File: src/rtl/tmds_channel_decoder.sv
`default_nettype none
// ============================================================================
// Module   : tmds_channel_decoder
// Brief    : One TMDS data channel. It finds symbol alignment from control
//            tokens, then decodes each aligned symbol as video, control or
//            TERC4 data.
// Revision : 1.0 - initial release
// ============================================================================
module tmds_channel_decoder #(
    parameter int LOCK_COUNT     = 16,
    parameter int SEARCH_TIMEOUT = 4096,
    parameter int LOSS_TIMEOUT   = 65535
) (
    input  logic       clk_pixel,
    input  logic       reset,
    input  logic [9:0] raw,
    output logic [7:0] data,
    output logic [1:0] ctrl,
    output logic [3:0] terc4,
    output logic       is_ctrl,
    output logic       is_terc4,
    output logic       locked,
    output logic [3:0] offset
);

    localparam int c_IDLE_MAX = (SEARCH_TIMEOUT > LOSS_TIMEOUT) ? SEARCH_TIMEOUT : LOSS_TIMEOUT;
    localparam int c_RUN_W    = $clog2(LOCK_COUNT + 1);
    localparam int c_IDLE_W   = $clog2(c_IDLE_MAX + 1);

    localparam logic [c_RUN_W-1:0]  c_LOCK_LIM   = c_RUN_W'(LOCK_COUNT);
    localparam logic [c_IDLE_W-1:0] c_SEARCH_LIM = c_IDLE_W'(SEARCH_TIMEOUT);
    localparam logic [c_IDLE_W-1:0] c_LOSS_LIM   = c_IDLE_W'(LOSS_TIMEOUT);
    localparam logic [c_IDLE_W-1:0] c_IDLE_SAT   = c_IDLE_W'(c_IDLE_MAX);

    typedef enum logic [0:0] {
        S_SEARCH = 1'b0,
        S_LOCKED = 1'b1
    } state_t;

    state_t              r_state, w_state_next;
    logic [9:0]          r_raw_q;
    logic [9:0]          r_q;
    logic [3:0]          r_offset, w_offset_next;
    logic [c_RUN_W-1:0]  r_run_cnt, w_run_next, w_run_inc;
    logic [c_IDLE_W-1:0] r_idle_cnt, w_idle_next, w_idle_inc;
    logic [1:0]          r_flush, w_flush_next;

    logic [18:0] w_window;
    logic [9:0]  w_sym;
    logic [7:0]  w_d;
    logic [7:0]  w_data;
    logic [1:0]  w_ctrl;
    logic [3:0]  w_terc4;
    logic        w_is_ctrl;
    logic        w_is_terc4;

    // Offsets only reach 9, so the top bit of the current word never lands in a symbol.
    assign w_window = {raw[8:0], r_raw_q};

    always_comb begin
        w_sym = w_window[9:0];
        for (int k = 1; k < 10; k++) begin
            if (r_offset == 4'(k)) begin
                w_sym = w_window[k +: 10];
            end
        end
    end

    always_comb begin
        w_d       = r_q[9] ? ~r_q[7:0] : r_q[7:0];
        w_data    = '0;
        w_data[0] = w_d[0];
        for (int i = 1; i < 8; i++) begin
            w_data[i] = r_q[8] ? (w_d[i] ^ w_d[i-1]) : ~(w_d[i] ^ w_d[i-1]);
        end
    end

    always_comb begin
        w_is_ctrl = 1'b1;
        w_ctrl    = 2'b00;
        case (r_q)
            10'b1101010100: w_ctrl = 2'b00;
            10'b0010101011: w_ctrl = 2'b01;
            10'b0101010100: w_ctrl = 2'b10;
            10'b1010101011: w_ctrl = 2'b11;
            default:        w_is_ctrl = 1'b0;
        endcase
    end

    always_comb begin
        w_is_terc4 = 1'b1;
        w_terc4    = 4'h0;
        case (r_q)
            10'b1010011100: w_terc4 = 4'h0;
            10'b1001100011: w_terc4 = 4'h1;
            10'b1011100100: w_terc4 = 4'h2;
            10'b1011100010: w_terc4 = 4'h3;
            10'b0101110001: w_terc4 = 4'h4;
            10'b0100011110: w_terc4 = 4'h5;
            10'b0110001110: w_terc4 = 4'h6;
            10'b0100111100: w_terc4 = 4'h7;
            10'b1011001100: w_terc4 = 4'h8;
            10'b0100111001: w_terc4 = 4'h9;
            10'b0110011100: w_terc4 = 4'hA;
            10'b1011000110: w_terc4 = 4'hB;
            10'b1010001110: w_terc4 = 4'hC;
            10'b1001110001: w_terc4 = 4'hD;
            10'b0101100011: w_terc4 = 4'hE;
            10'b1011000011: w_terc4 = 4'hF;
            default:        w_is_terc4 = 1'b0;
        endcase
    end

    always_ff @(posedge clk_pixel or posedge reset) begin
        if (reset) begin
            r_raw_q  <= '0;
            r_q      <= '0;
            data     <= '0;
            ctrl     <= '0;
            terc4    <= '0;
            is_ctrl  <= 1'b0;
            is_terc4 <= 1'b0;
        end else begin
            r_raw_q  <= raw;
            r_q      <= w_sym;
            data     <= w_data;
            ctrl     <= w_ctrl;
            terc4    <= w_terc4;
            is_ctrl  <= w_is_ctrl;
            is_terc4 <= w_is_terc4;
        end
    end

    assign w_run_inc  = (r_run_cnt == c_LOCK_LIM) ? r_run_cnt : r_run_cnt + 1'b1;
    assign w_idle_inc = (r_idle_cnt == c_IDLE_SAT) ? r_idle_cnt : r_idle_cnt + 1'b1;

    // The FSM watches the registered flags, so a new offset needs two flush cycles.
    always_comb begin
        w_state_next  = r_state;
        w_run_next    = r_run_cnt;
        w_idle_next   = r_idle_cnt;
        w_offset_next = r_offset;
        w_flush_next  = r_flush;
        case (r_state)
            S_SEARCH: begin
                if (r_flush != 2'd0) begin
                    w_flush_next = r_flush - 2'd1;
                end else if (is_ctrl) begin
                    w_idle_next = '0;
                    w_run_next  = w_run_inc;
                    if (w_run_inc == c_LOCK_LIM) begin
                        w_state_next = S_LOCKED;
                        w_run_next   = '0;
                    end
                end else begin
                    w_run_next  = '0;
                    w_idle_next = w_idle_inc;
                    if (w_idle_inc == c_SEARCH_LIM) begin
                        w_offset_next = (r_offset == 4'd9) ? 4'd0 : r_offset + 4'd1;
                        w_idle_next   = '0;
                        w_flush_next  = 2'd2;
                    end
                end
            end
            S_LOCKED: begin
                if (is_ctrl) begin
                    w_idle_next = '0;
                end else begin
                    w_idle_next = w_idle_inc;
                    if (w_idle_inc == c_LOSS_LIM) begin
                        w_state_next = S_SEARCH;
                        w_idle_next  = '0;
                        w_run_next   = '0;
                    end
                end
            end
            default: w_state_next = S_SEARCH;
        endcase
    end

    always_ff @(posedge clk_pixel or posedge reset) begin
        if (reset) begin
            r_state    <= S_SEARCH;
            r_offset   <= '0;
            r_run_cnt  <= '0;
            r_idle_cnt <= '0;
            r_flush    <= '0;
        end else begin
            r_state    <= w_state_next;
            r_offset   <= w_offset_next;
            r_run_cnt  <= w_run_next;
            r_idle_cnt <= w_idle_next;
            r_flush    <= w_flush_next;
        end
    end

    assign locked = (r_state == S_LOCKED);
    assign offset = r_offset;

endmodule
`default_nettype wire

File: config.mk
export PLATFORM = sky130hd
export DESIGN_NAME = tmds_channel_decoder
export DESIGN_NICKNAME = d
export VERILOG_FILES = /design/src/rtl/tmds_channel_decoder.sv
export SDC_FILE = /design/constraint.sdc
export NUM_CORES = 1
export LEC_CHECK = 0
export ABC_CLOCK_PERIOD_IN_PS = 2580
export CORE_MARGIN = 4
export CORE_UTILIZATION = 30
export DETAILED_ROUTE_END_ITERATION = 12
export PLACE_DENSITY = 0.51
export SLEW_MARGIN = 5
export SYNTH_ARGS = -nofsm -noshare
export SYNTH_HDL_FRONTEND = slang
export SYNTH_SLANG_ARGS = --single-unit
File: constraint.sdc
create_clock -name clk_pixel -period 2.58 [get_ports clk_pixel]
set_input_delay 0.774 -clock clk_pixel [delete_from_list [all_inputs] [get_ports clk_pixel]]
set_output_delay 0.774 -clock clk_pixel [all_outputs]
set_load 0.01 [all_outputs]
# Yosys cells after proc, flatten, opt, wreduce, memory -nomap -nowiden
# Index checks and enable logic that the tools add are counted.
# word_totals
register_bits	64
input_bits	12
output_inout_bits	21
wordCells	124
# op_classes
addsub	4
n_eq_ne	38
muxes	45
bitwise_logic	18
reduce_logical	7
# op_table
cell	n
10-bit equality test (second input constant)	11
16-bit 2-to-1 mux	6
10-bit 2-to-1 mux	9
10-bit by 9-bit equality test with 1-bit output (second input constant)	8
4-bit case mux with 15 select lines	1
16-bit equality test (second input constant)	2
16-bit case mux with 2 select lines	1
5-bit 2-to-1 mux	6
16-bit by 1-bit adder with 16-bit output (second input constant)	1
16-bit by 13-bit equality test with 1-bit output (second input constant)	1
4-bit by 3-bit equality test with 1-bit output (second input constant)	4
16-bit OR reduction	1
1-bit 2-to-1 mux	14
10-bit by 8-bit equality test with 1-bit output (second input constant)	1
5-bit equality test (second input constant)	2
1-bit NOT	10
5-bit case mux with 2 select lines	1
4-bit by 2-bit equality test with 1-bit output (second input constant)	2
4-bit equality test (second input constant)	2
8-bit 2-to-1 mux	1
8-bit NOT	1
1-bit XOR	7
2-bit 2-to-1 mux	3
2-bit case mux with 3 select lines	1
12 further kinds	16

# Longest topological paths before layout
# Gate-level depths: netlist (run 1).
# depth
depth_word	10
depth_mapped	10
depth_no_buf	9

# Worst setup path after synthesis (run 1)
# No wires, ideal clock.
# synth_path
kind	flip-flop to flip-flop
startpoint	register r_idle_cnt[1]
endpoint	register r_idle_cnt[2]
setup_ns	0.126
arrival_ns	2.727
t_required_ns	2.454
path_slack_ns	-0.273
stages_incl_launch_ff	11
path_buffers	1
period_less_slack_ns	2.853
cell_sequence	dfrtp_1 -> ha_1 -> and4_1 -> buf_2 -> nand2_1 -> a2111oi_0 -> o2111ai_1 -> or4b_1 -> o41ai_2 -> a2111oi_2 -> a221o_1
# synth_via
elab_chain_cells	7
word_cells_on_any_way	11
classes_between	add/sub: 1; eq/ne: 3; mux: 7
# synth_lines
item	line_no	source
start: declaration	45	logic [c_IDLE_W-1:0] r_idle_cnt, w_idle_next, w_idle_inc;
start signal: assignment	192	r_idle_cnt <= w_idle_next;
16-bit by 1-bit adder with 16-bit output or 16-bit equality test (tied branches)	135	assign w_idle_inc = (r_idle_cnt == c_IDLE_SAT) ? r_idle_cnt : r_idle_cnt + 1'b1;
16-bit 2-to-1 mux (*)	135	
16-bit by 13-bit equality test with 1-bit output	158	if (w_idle_inc == c_SEARCH_LIM) begin
16-bit 2-to-1 mux	158	
16-bit 2-to-1 mux	148	end else if (is_ctrl) begin
16-bit 2-to-1 mux	146	if (r_flush != 2'd0) begin
16-bit case mux with 2 select lines (*)	144	case (r_state)
# Mark *: on every way between the ends. The rest lies on a longest branch, timed or not. The select of a mux whose other input is x is not followed.
# A chain may end at the register's enable or synchronous reset.

# Worst setup path in the final report (run 1)
# layout_path
startpoint	register r_idle_cnt[0]
endpoint	register r_offset[1] (netlist: offset[1])
# layout_via
elab_chain_cells	4
word_cells_on_any_way	5
classes_between	add/sub: 1; eq/ne: 2; mux: 1; reduce/logical: 1
# layout_lines
item	line_no	source
16-bit by 1-bit adder with 16-bit output or 16-bit equality test (tied branches)	135	
16-bit 2-to-1 mux (*)	135	
16-bit by 13-bit equality test with 1-bit output (*)	158	
4-bit AND reduction (no source line) (*)	-	
end signal: assignment	190	r_offset <= w_offset_next;
end: declaration	43	logic [3:0] r_offset, w_offset_next;
# Mark *: on every way between the ends. The rest lies on a longest branch, timed or not.

==> results of run 1 <==
## per-stage QoR
stage | power (mW) | instances | setup WS (ns)
after global routing | 3.818 | 846 | -0.3889
after floorplan | 1.742 | 536 | -0.01460
final | 3.644 | 846 | -0.2429
after CTS | 3.633 | 841 | -0.2309
after detailed placement | 2.136 | 817 | -0.3861
after global placement | 2.132 | 817 | -0.3970
## kinds of logic after synthesis
family                     Yosys count  share of synthesized area [%]
AOI/OAI and AO/OA                  134                          19.93
xor gates and xnor gates            19                          3.703
adders and majority gates           17                          4.528
buffers and inverters               64                          5.621
DFF                                 64                          34.10
muxes                               33                          8.205
and+or+nand+nor                    205                          23.92
## power groups by stage
stage	Combinational (mW)	Clock, mW	Sequential, mW
after floorplan	0.573	0	1.17
after global placement	0.939	0	1.19
after detailed placement	0.943	0	1.19
after CTS	0.978	1.48	1.18
after global routing	1.12	1.51	1.19
final	1.04	1.43	1.18
## final cells by class
cell class / instances / area share [%]
Clock buffer: 11 / 3.698
Clock inverter: 5 / 1.582
Sequential cell: 64 / 24.46
Multi-Input combinational cell: 409 / 48.82
Inverter: 23 / 1.315
Timing Repair Buffer: 123 / 16.11
Tap cell: 211 / 4.022
## placed cells by master (no fill, tap or decap), types with 8 or more instances in the layout
cell type and n:
nor2_1 42, nand4_1 14, buf_6 9, inv_1 21, o211ai_1 8, mux2i_1 23, nand3_1 20, a211oi_1 12
dfrtp_1 61, o21ai_0 11, clkdlybuf4s50_1 32, ha_1 16, nand2_1 51, xnor2_1 12, buf_4 80, clkbuf_16 9
a21oi_1 21
## how the worst max path moves through the flow
stage                                end  slack (ns)
5_1_grt            offset[3]$_DFFE_PP0P_       -0.39
4_1_cts        r_idle_cnt[2]$_DFFE_PP0P_       -0.23
6_report           offset[1]$_DFFE_PP0P_       -0.24
3_5_place_dp   r_idle_cnt[7]$_DFFE_PP0P_       -0.39
3_3_place_gp   r_idle_cnt[7]$_DFFE_PP0P_       -0.40
2_1_floorplan  r_idle_cnt[2]$_DFFE_PP0P_       -0.01
## what timing repair did
| item | CTS | global route |
|---|---|---|
| endpoints found under the setup margin | 28 | 34 |
| cloned | 1 | 0 |
| pin swaps | 13 | 22 |
| buffers inserted | 7 | 6 |
| resized for setup | 30 | 46 |
## sequential cells by signal (all words and copies together) (netlist names)
register	count
r_flush	2
is_ctrl	1
data	8
offset	4
is_terc4	1
r_q	10
ctrl	2
locked	1
r_idle_cnt	16
terc4	4
r_raw_q	10
r_run_cnt	5
## critical path, stage by stage, from the launching register on
cell      delay [ns]
dfrtp_1         0.39
ha_4            0.15
nand4_1         0.14
buf_4           0.20
buf_6           0.13
nor3_4          0.15
mux2i_4         0.33
nand4b_4        0.15
nor4_4          0.36
buf_4           0.19
nand4_1         0.17
mux2_4          0.34
## layer usage
metal | part of all wire (%) | wire [um]
met2 | 45 | 6195
met5 | 0 | 0
met3 | 5.4 | 746
met4 | 2.0 | 272
met1 | 47 | 6513
==> run metrics, run 1 <==
outcome=finished, violations left; failing checks=setup timing; Seq cells post-synth=64; initial drt markers=447; sequential share of power=32.3%; Reg clk slew, reported paths=0.05 ns; drt total wl=13730 um; Post-Synthesis Cells=536; Logic pwr share=28.4%; # hold bufs at CTS=0; crit path launch type=flop; Yosys cell types=between 70 and 80; met2 usage=23.36%; post-route cell area=0.006564 sq mm; max_cap viols=0; share of post-route cells with drive strength above 1=28.98%; Placer Congestion=0.8780; Fmax=0.3542 GHz; TritonCTS Sinks=64; storage element area=0.001605 sq mm; FILL cells=about 1400; maximum vdd ir drop=0.3291 mV; Die H=133.1 um; largest net degree at the start of global routing=65; Synth area leaders=dfrtp_1 (34%), mux2i_1 (5.3%), ha_1 (4.5%); mean routed wirelength per cell=roughly 16 um; IO Port Bufs=32; Final Hold Vio Count=0; Antenna diodes=0; met3 usage=2.455%; Initial Util=30.78%; num rows=45; Max Slew Vio Count=0; TNS Setup=-3.409 ns; Final Cycle Share=109.4%; Leakage=2.747 nW; DR pass1 iterations=5; largest area contributor in the netlist=dfrtp_1; WHS=a little over 0.5 ns; Die ar.=0.01772 sq mm; met1 Use GR=22.45%; Post-synth EDFFs=0; Worst Setup SP=r_idle_cnt[0]$_DFFE_PP0P_; most frequent cells after synthesis=dfrtp_1 (64), nand2_1 (52), nor2_1 (45); most numerous cell in the Yosys netlist=dfrtp_1; hold path start=r_flush[0]$_DFFE_PP0P_; Clock Power Share=between 30% and 40%; Post-synth ARST share=between 90% and 100%; power per cell area=555.1 mW/mm^2; WHS Path Cells=1; register area share after synthesis=34.10%; DRC=0; max_slew headroom=between 20% and 30%; die width=between 100 and 150 um; synthesized cell area=~0.0047 sq mm; Final setup viols=21; Vias=between 4000 and 5000; crit-path max FO=4; core area=roughly 0.015 sq mm; IO Pins=33; top-area cell type share of the netlist area=34.10%; Detail Route Antenna Nets=0; YS warnings=0; cell-internal power=2.565 mW; Worst R2R End=offset[1]$_DFFE_PP0P_; clock buffer depth=2; Least-Margin Pin Slew=approximately 1.1 ns; Net Count, Synth=between 500 and 600; Worst Hold Endpoint=r_flush[0]$_DFFE_PP0P_; Hold Path Class=flop to flop; Clock Skew=0.008165 ns; post-layout util=43.02%; clk_lat worst skew=roughly 0.34 ns; CTS tree=yes; total gr overflow=0; Via-to-Cell Ratio=5.352; Synth-to-Final Area Change=39.74%; area of the multi-input gates=0.003204 sq mm; post-layout minimum cycle time=around 2.8 ns; Mapped Avg Cell Area=8.763 sq um; global-route wire length before repair=roughly 23000 um; GR peak layer=met2; CP endpoint kind=flop; Setup WS post-layout=-0.2429 ns; switching share of total power=29.59%; vias in the first global route=between 4000 and 5000; RSZ-0062 raised after global routing=true; Global Route Usage Sum=15.61%; R2R setup slack=-0.24 ns; fin nets=659; Worst EP required=2.80 ns; htree depth=3; CTS Buf Count=9; reg2reg start=r_idle_cnt[0]$_DFFE_PP0P_; Post-synth top flop=dfrtp_1; hpwl dp=~9600 um; Placed Area=slightly below 0.006 sq mm; worst reg-to-reg path cell count=11; clock root buffer=clkbuf_16; Net Sw Power=around 1.1 mW; CP Data Arrival Time=3.05 ns; WS Path Type=flop to flop; initial antenna violation count=0
Power figures use the tool's default switching activity.
==> inputs of run 2 (changes only) <==
Settings changed: CORE_UTILIZATION 30 to 39, PLACE_DENSITY 0.51 to 0.56.
==> run metrics, run 2 (synthesized netlist as in run 1, its figures left out) <==
Clock Skew=0.005543 ns; Initial Util=between 40 and 50%; core area=0.01161 sq mm; Antenna diodes=0; Layout Cells excl Fill=784; max FFs per register=16; CP Data Arrival Time=3.09 ns; Reg clk slew, reported paths=0.06 ns; wire length on met3=between 700 and 800 um; CTS tree=yes; maximum vdd ir drop=approximately 0.37 mV; pre-CTS setup slack=-0.2864 ns; length of routed met2 wiring=6219 um; total gr overflow=0; WS Path Type=flop to flop; post-layout util=55.37%; Worst EP required=2.80 ns; share of post-route cells with drive strength above 1=28.24%; vias in the first global route=4457; Via-to-Cell Ratio=5.795; Final Hold Vio Count=0; fin nets=665; IO Pins=33; CP endpoint kind=flop; Vias=4543; power per cell area=approximately 560 mW/mm^2; # hold bufs at CTS=0; Global Route Usage Sum=19.25%; Fmax=0.3485 GHz; TritonCTS Sinks=64; die width=117.7 um; global-route wire length before repair=22240 um; failing checks=setup timing; Synth-to-Final Area Change=36.89%; clock buffer depth=2; Setup WS post-layout=-0.2893 ns; Top reg by flops=r_idle_cnt; drt total wl=13410 um; most frequent cells in the layout=buf_4 (84), dfrtp_1 (60), nand2_1 (51), nor2_1 (43), clkdlybuf4s50_1 (32); DRC=0; Detail Route Antenna Nets=0; Placed Cells=~750; Placer Congestion=0.9715; Max Slew Vio Count=0; Placed Area=0.005718 sq mm; post-route cell area=0.006430 sq mm; CTS Buf Count=9; IO Port Bufs=32; clock root buffer=clkbuf_16; Top Registers=r_idle_cnt x16, r_q x10, r_raw_q x10; commonest non-fill, non-tap cell in the layout=buf_4; mean routed wirelength per cell=17.10 um; max_slew headroom=26.41%; hpwl dp=9591 um; Final setup viols=26; largest net degree at the start of global routing=25; initial drt markers=269; Least-Margin Pin Slew=1.100 ns; max_cap viols=0; Leakage=about 2.7 nW; WL met1=6146 um; crit path launch type=flop; DR pass1 iterations=5; FILL cells=1028; initial antenna violation count=0; crit-path max FO=6; highest metal used=met4; Die H=about 120 um; outcome=finished, violations left; htree depth=3; RSZ-0062 raised after global routing=true; clk_lat worst skew=between 0.3 and 0.4 ns; Final Cycle Share=111.2%; Hold Path Class=flop to flop; post-layout minimum cycle time=2.869 ns; num rows=39; Die ar.=0.01386 sq mm; Pwr Total=3.588 mW
-- run 2: per-layer routing --
layer  GRT usage (%)  vias to the layer above
met4           8.205                        0
met3           3.844                       34
met2           29.79                      140
met1           26.23                     2184
li1                -                     2185
met5               0                        -
-- run 2: repair_timing --
action,CTS,global route
buffers inserted,10,7
resized for setup,29,33
pin swaps,12,18
setup endpoints to repair,25,28
cloned,0,1
-- run 2: stage by stage --
stage | setup TNS, ns | hold slack (ns)
floorplan | -0.03326 | 0.4642
global placement | -2.120 | 0.4783
detailed placement | -3.125 | 0.4901
CTS | -2.872 | 0.5025
global route | -6.510 | 0.5258
finish | -3.536 | 0.4979
-- run 2: final timing paths --
kind	end	depth (start not counted)	from	slack [ns]
setup / recovery	r_idle_cnt[2]$_DFFE_PP0P_	10	r_idle_cnt[2]$_DFFE_PP0P_	-0.29
max in group asynchronous	r_idle_cnt[11]$_DFFE_PP0P_	3	reset	1.26
setup reg to reg	r_idle_cnt[2]$_DFFE_PP0P_	10	r_idle_cnt[2]$_DFFE_PP0P_	-0.29
hold / removal	r_flush[0]$_DFFE_PP0P_	1	r_flush[0]$_DFFE_PP0P_	0.50
min in group asynchronous	r_raw_q[9]$_DFF_PP0_	2	reset	0.73
hold reg to reg	r_flush[0]$_DFFE_PP0P_	1	r_flush[0]$_DFFE_PP0P_	0.50
-- run 2: critical path, stage by stage (launching register included) --
cell and delay [ns]:
dfrtp_1 0.40, buf_6 0.14, nand4_1 0.23, or4_4 0.53
xnor2_4 0.19, nand4b_4 0.14, or4b_4 0.52, o41ai_4 0.07
buf_6 0.18, a2111oi_2 0.05, a221o_1 0.28
-- run 2: final cells by class --
cell class	count	area, sq um	area share [%]
sequential	64	1607	24.99
timing repair buffer	129	1106	17.20
inverter	23	86.33	1.343
tap	143	178.9	2.783
clock buffer	10	239.0	3.717
multi-input combinational	409	3146	48.92
clock inverter	6	67.56	1.051
-- run 2: power breakdown --
group	total, mW	internal (mW)	switching, mW
logic	1.15	0.589	0.558
registers	1.17	1.10	0.0797
clock network	1.27	0.777	0.489
total	3.59	2.46	1.13
==> RTL change, RTL diff (config.mk and constraints of run 2) <==
Set the parameter `SEARCH_TIMEOUT` to 1024 (it was 4096).
--- a/src/rtl/tmds_channel_decoder.sv
+++ b/src/rtl/tmds_channel_decoder.sv
@@ -8,7 +8,7 @@
 // ============================================================================
 module tmds_channel_decoder #(
     parameter int LOCK_COUNT     = 16,
-    parameter int SEARCH_TIMEOUT = 4096,
+    parameter int SEARCH_TIMEOUT = 1024,
     parameter int LOSS_TIMEOUT   = 65535
 ) (
     input  logic       clk_pixel,
Function: no difference found for any inputs over 10 cycles, from zero or initial values and one cycle with reset high; that may be too few to reach the edited logic, so the function may still have changed.
==> RTL change against run 2 <==
- critical path depth decreased by 2
- area after synthesis increased by 0.45%
- critical endpoint is now r_flush[0]
- maximum frequency increased by 13%
- design area decreased by 7.4%
- sequential cell count unchanged
- wire length decreased by 5.1%
- total power decreased by 0.25%
- worst setup slack improved by 340 ps
==> RTL change: results (changes against run 2) <==
| Metric | Value |
|---|---|
| RePlAce Congestion | 0.8909 (-8.3%) |
| Clk_skew | 5.904 ps (+0.3603 ps) |
| Largest net degree at the start of global routing | 65 (+160%) |
| VDD IR max | 0.0004234 V (+14%) |
| Iter 0 DRT Violations | 475 (+77%) |
| Drt pass-1 iters | 5 (unchanged) |
| Vias per cell | 5.751 (-0.75%) |
| Crit-path slowest cell | or4b_4 |
| R2R depth | 8 (-2) |
| Inserted Clock Buffers | 9 (unchanged) |
| CP max FO | 6 (unchanged) |
| Post-Syn Nets | 571 (+1.1%) |
| Yosys warnings | 0 (unchanged) |
| Switch share | 29.52% (-1.9 points) |
| First-pass GRT wire length | 21.27 mm (-4.4%) |
| FILL cells | 1,090 (+6.0%) |
| Share of cells above drive strength 1 | 20.72% (-7.5 points) |
| Post-DP HPWL | 9.140 mm (-4.7%) |
| Total GRT Usage | 18.82% (-0.43 points) |
| Leakage | 2.463 nW (-10%) |
| GR Util met2 | 29.50% (-0.29 points) |
| Met3 Track Usage GR | 4.950% (+1.1 points) |
| Synth top cells by count | 64 x dfrtp_1, 46 x nand2_1, 43 x nor2_1 |
| Slowest cell delay on critical path | 580 ps (+50 ps) |
| Post-synthesis compound-gate area fraction | 19.23% (-0.70 points) |
| WP data arrival | 2760 ps (-330 ps) |
| Status | finished clean |
| Pin slew with the least headroom to its limit | 594.6 ps (-505.2 ps) |
| Synth area leaders | dfrtp_1 34%, ha_1 4.5%, mux2i_1 4.0% |
| Sequential share of the synthesized area | 33.94% (-0.15 points) |
| Post-synthesis xor/xnor area fraction | 3.898% (+0.20 points) |
| Vias in the first global route | 4,193 (-5.9%) |
| Post-synthesis mux area share | 7.849% (-0.36 points) |
| Worst min path class | flip-flop to flip-flop |
| Adder-Cell Fraction of Synth Area | 4.508% (-0.020 points) |
| Netlist cell types | 71 (-2.7%) |
| Final #Nets | 637 (-4.2%) |
| Met1 track demand over resource | 25.81% (-0.42 points) |
==> RTL change: timing repair <==
item / 4_1_cts / 5_1_grt
gates resized for setup: 3 / 20
endpoints found under the setup margin: 8 / 22
hold endpoints to repair: 0 / 0
pin swaps: 1 / 10
cloned: 0 / 0
hold buffers: 0 / 0
buffers inserted: 0 / 1
==> RTL change: kinds of logic after synthesis <==
family / Yosys count
buffers and inverters: 66
AO/OA/AOI/OAI: 137
multiplexers: 29
AND/OR/NAND/NOR: 208
adder cells (fa/ha/maj): 17
XOR/XNOR: 21
flip-flops: 64
==> RTL change: worst paths after layout <==
check | start | to | slack, ps
worst max register to register | r_idle_cnt[1] | r_flush[0] | 50
min in group asynchronous | reset | terc4[0] | 800
worst min-delay path | r_flush[0] | r_flush[0] | 510
worst min register to register | r_flush[0] | r_flush[0] | 510
max in group asynchronous | reset | offset[2] | 1480
worst max-delay path | r_idle_cnt[1] | r_flush[0] | 50
==> RTL change: worst reg2reg max path, cell delays in order (launching register included) <==
cell and delay (ps):
dfrtp_1 410, ha_4 190, and3_4 190, nor3_2 100, a31oi_1 80, a2111oi_1 360, or4b_4 580, o21ai_4 200
mux2_4 310
==> RTL change: metrics by stage <==
step | worst slack (ps) | instances | area (um2)
2_1_floorplan | 33.74 | 542 | 4731
4_1_cts | 0.4350 | 755 | 5858
3_3_place_gp | -41.45 | 739 | 5497
5_1_grt | -75.90 | 756 | 5957
6_report | 49.10 | 756 | 5957
3_5_place_dp | -60.59 | 739 | 5497
==> RTL change: final cells by class <==
type / instances / share of cell area, %
Inverter: 23 / 1.449
Multi-Input combinational cell: 412 / 48.58
Sequential cell: 64 / 26.93
Clock inverter: 6 / 1.932
Tap cell: 143 / 3.004
Timing Repair Buffer: 98 / 14.09
Clock buffer: 10 / 4.012
==> RTL change: power groups by stage <==
stage	Combinational [mW]	Sequential, mW	Clock (mW)
global placement	0.825	1.25	0
detailed placement	0.844	1.25	0
global route	0.983	1.26	1.53
floorplan	0.623	1.17	0
finish	0.881	1.24	1.45
CTS	0.848	1.24	1.50
==> RTL change: layer usage <==
| layer | vias to the layer above | routed length (um) |
|---|---|---|
| li1 | 2128 | - |
| met1 | 2071 | 5991 |
| met2 | 136 | 5845 |
| met3 | 13 | 753 |
| met4 | 0 | 133 |
| met5 | - | 0 |
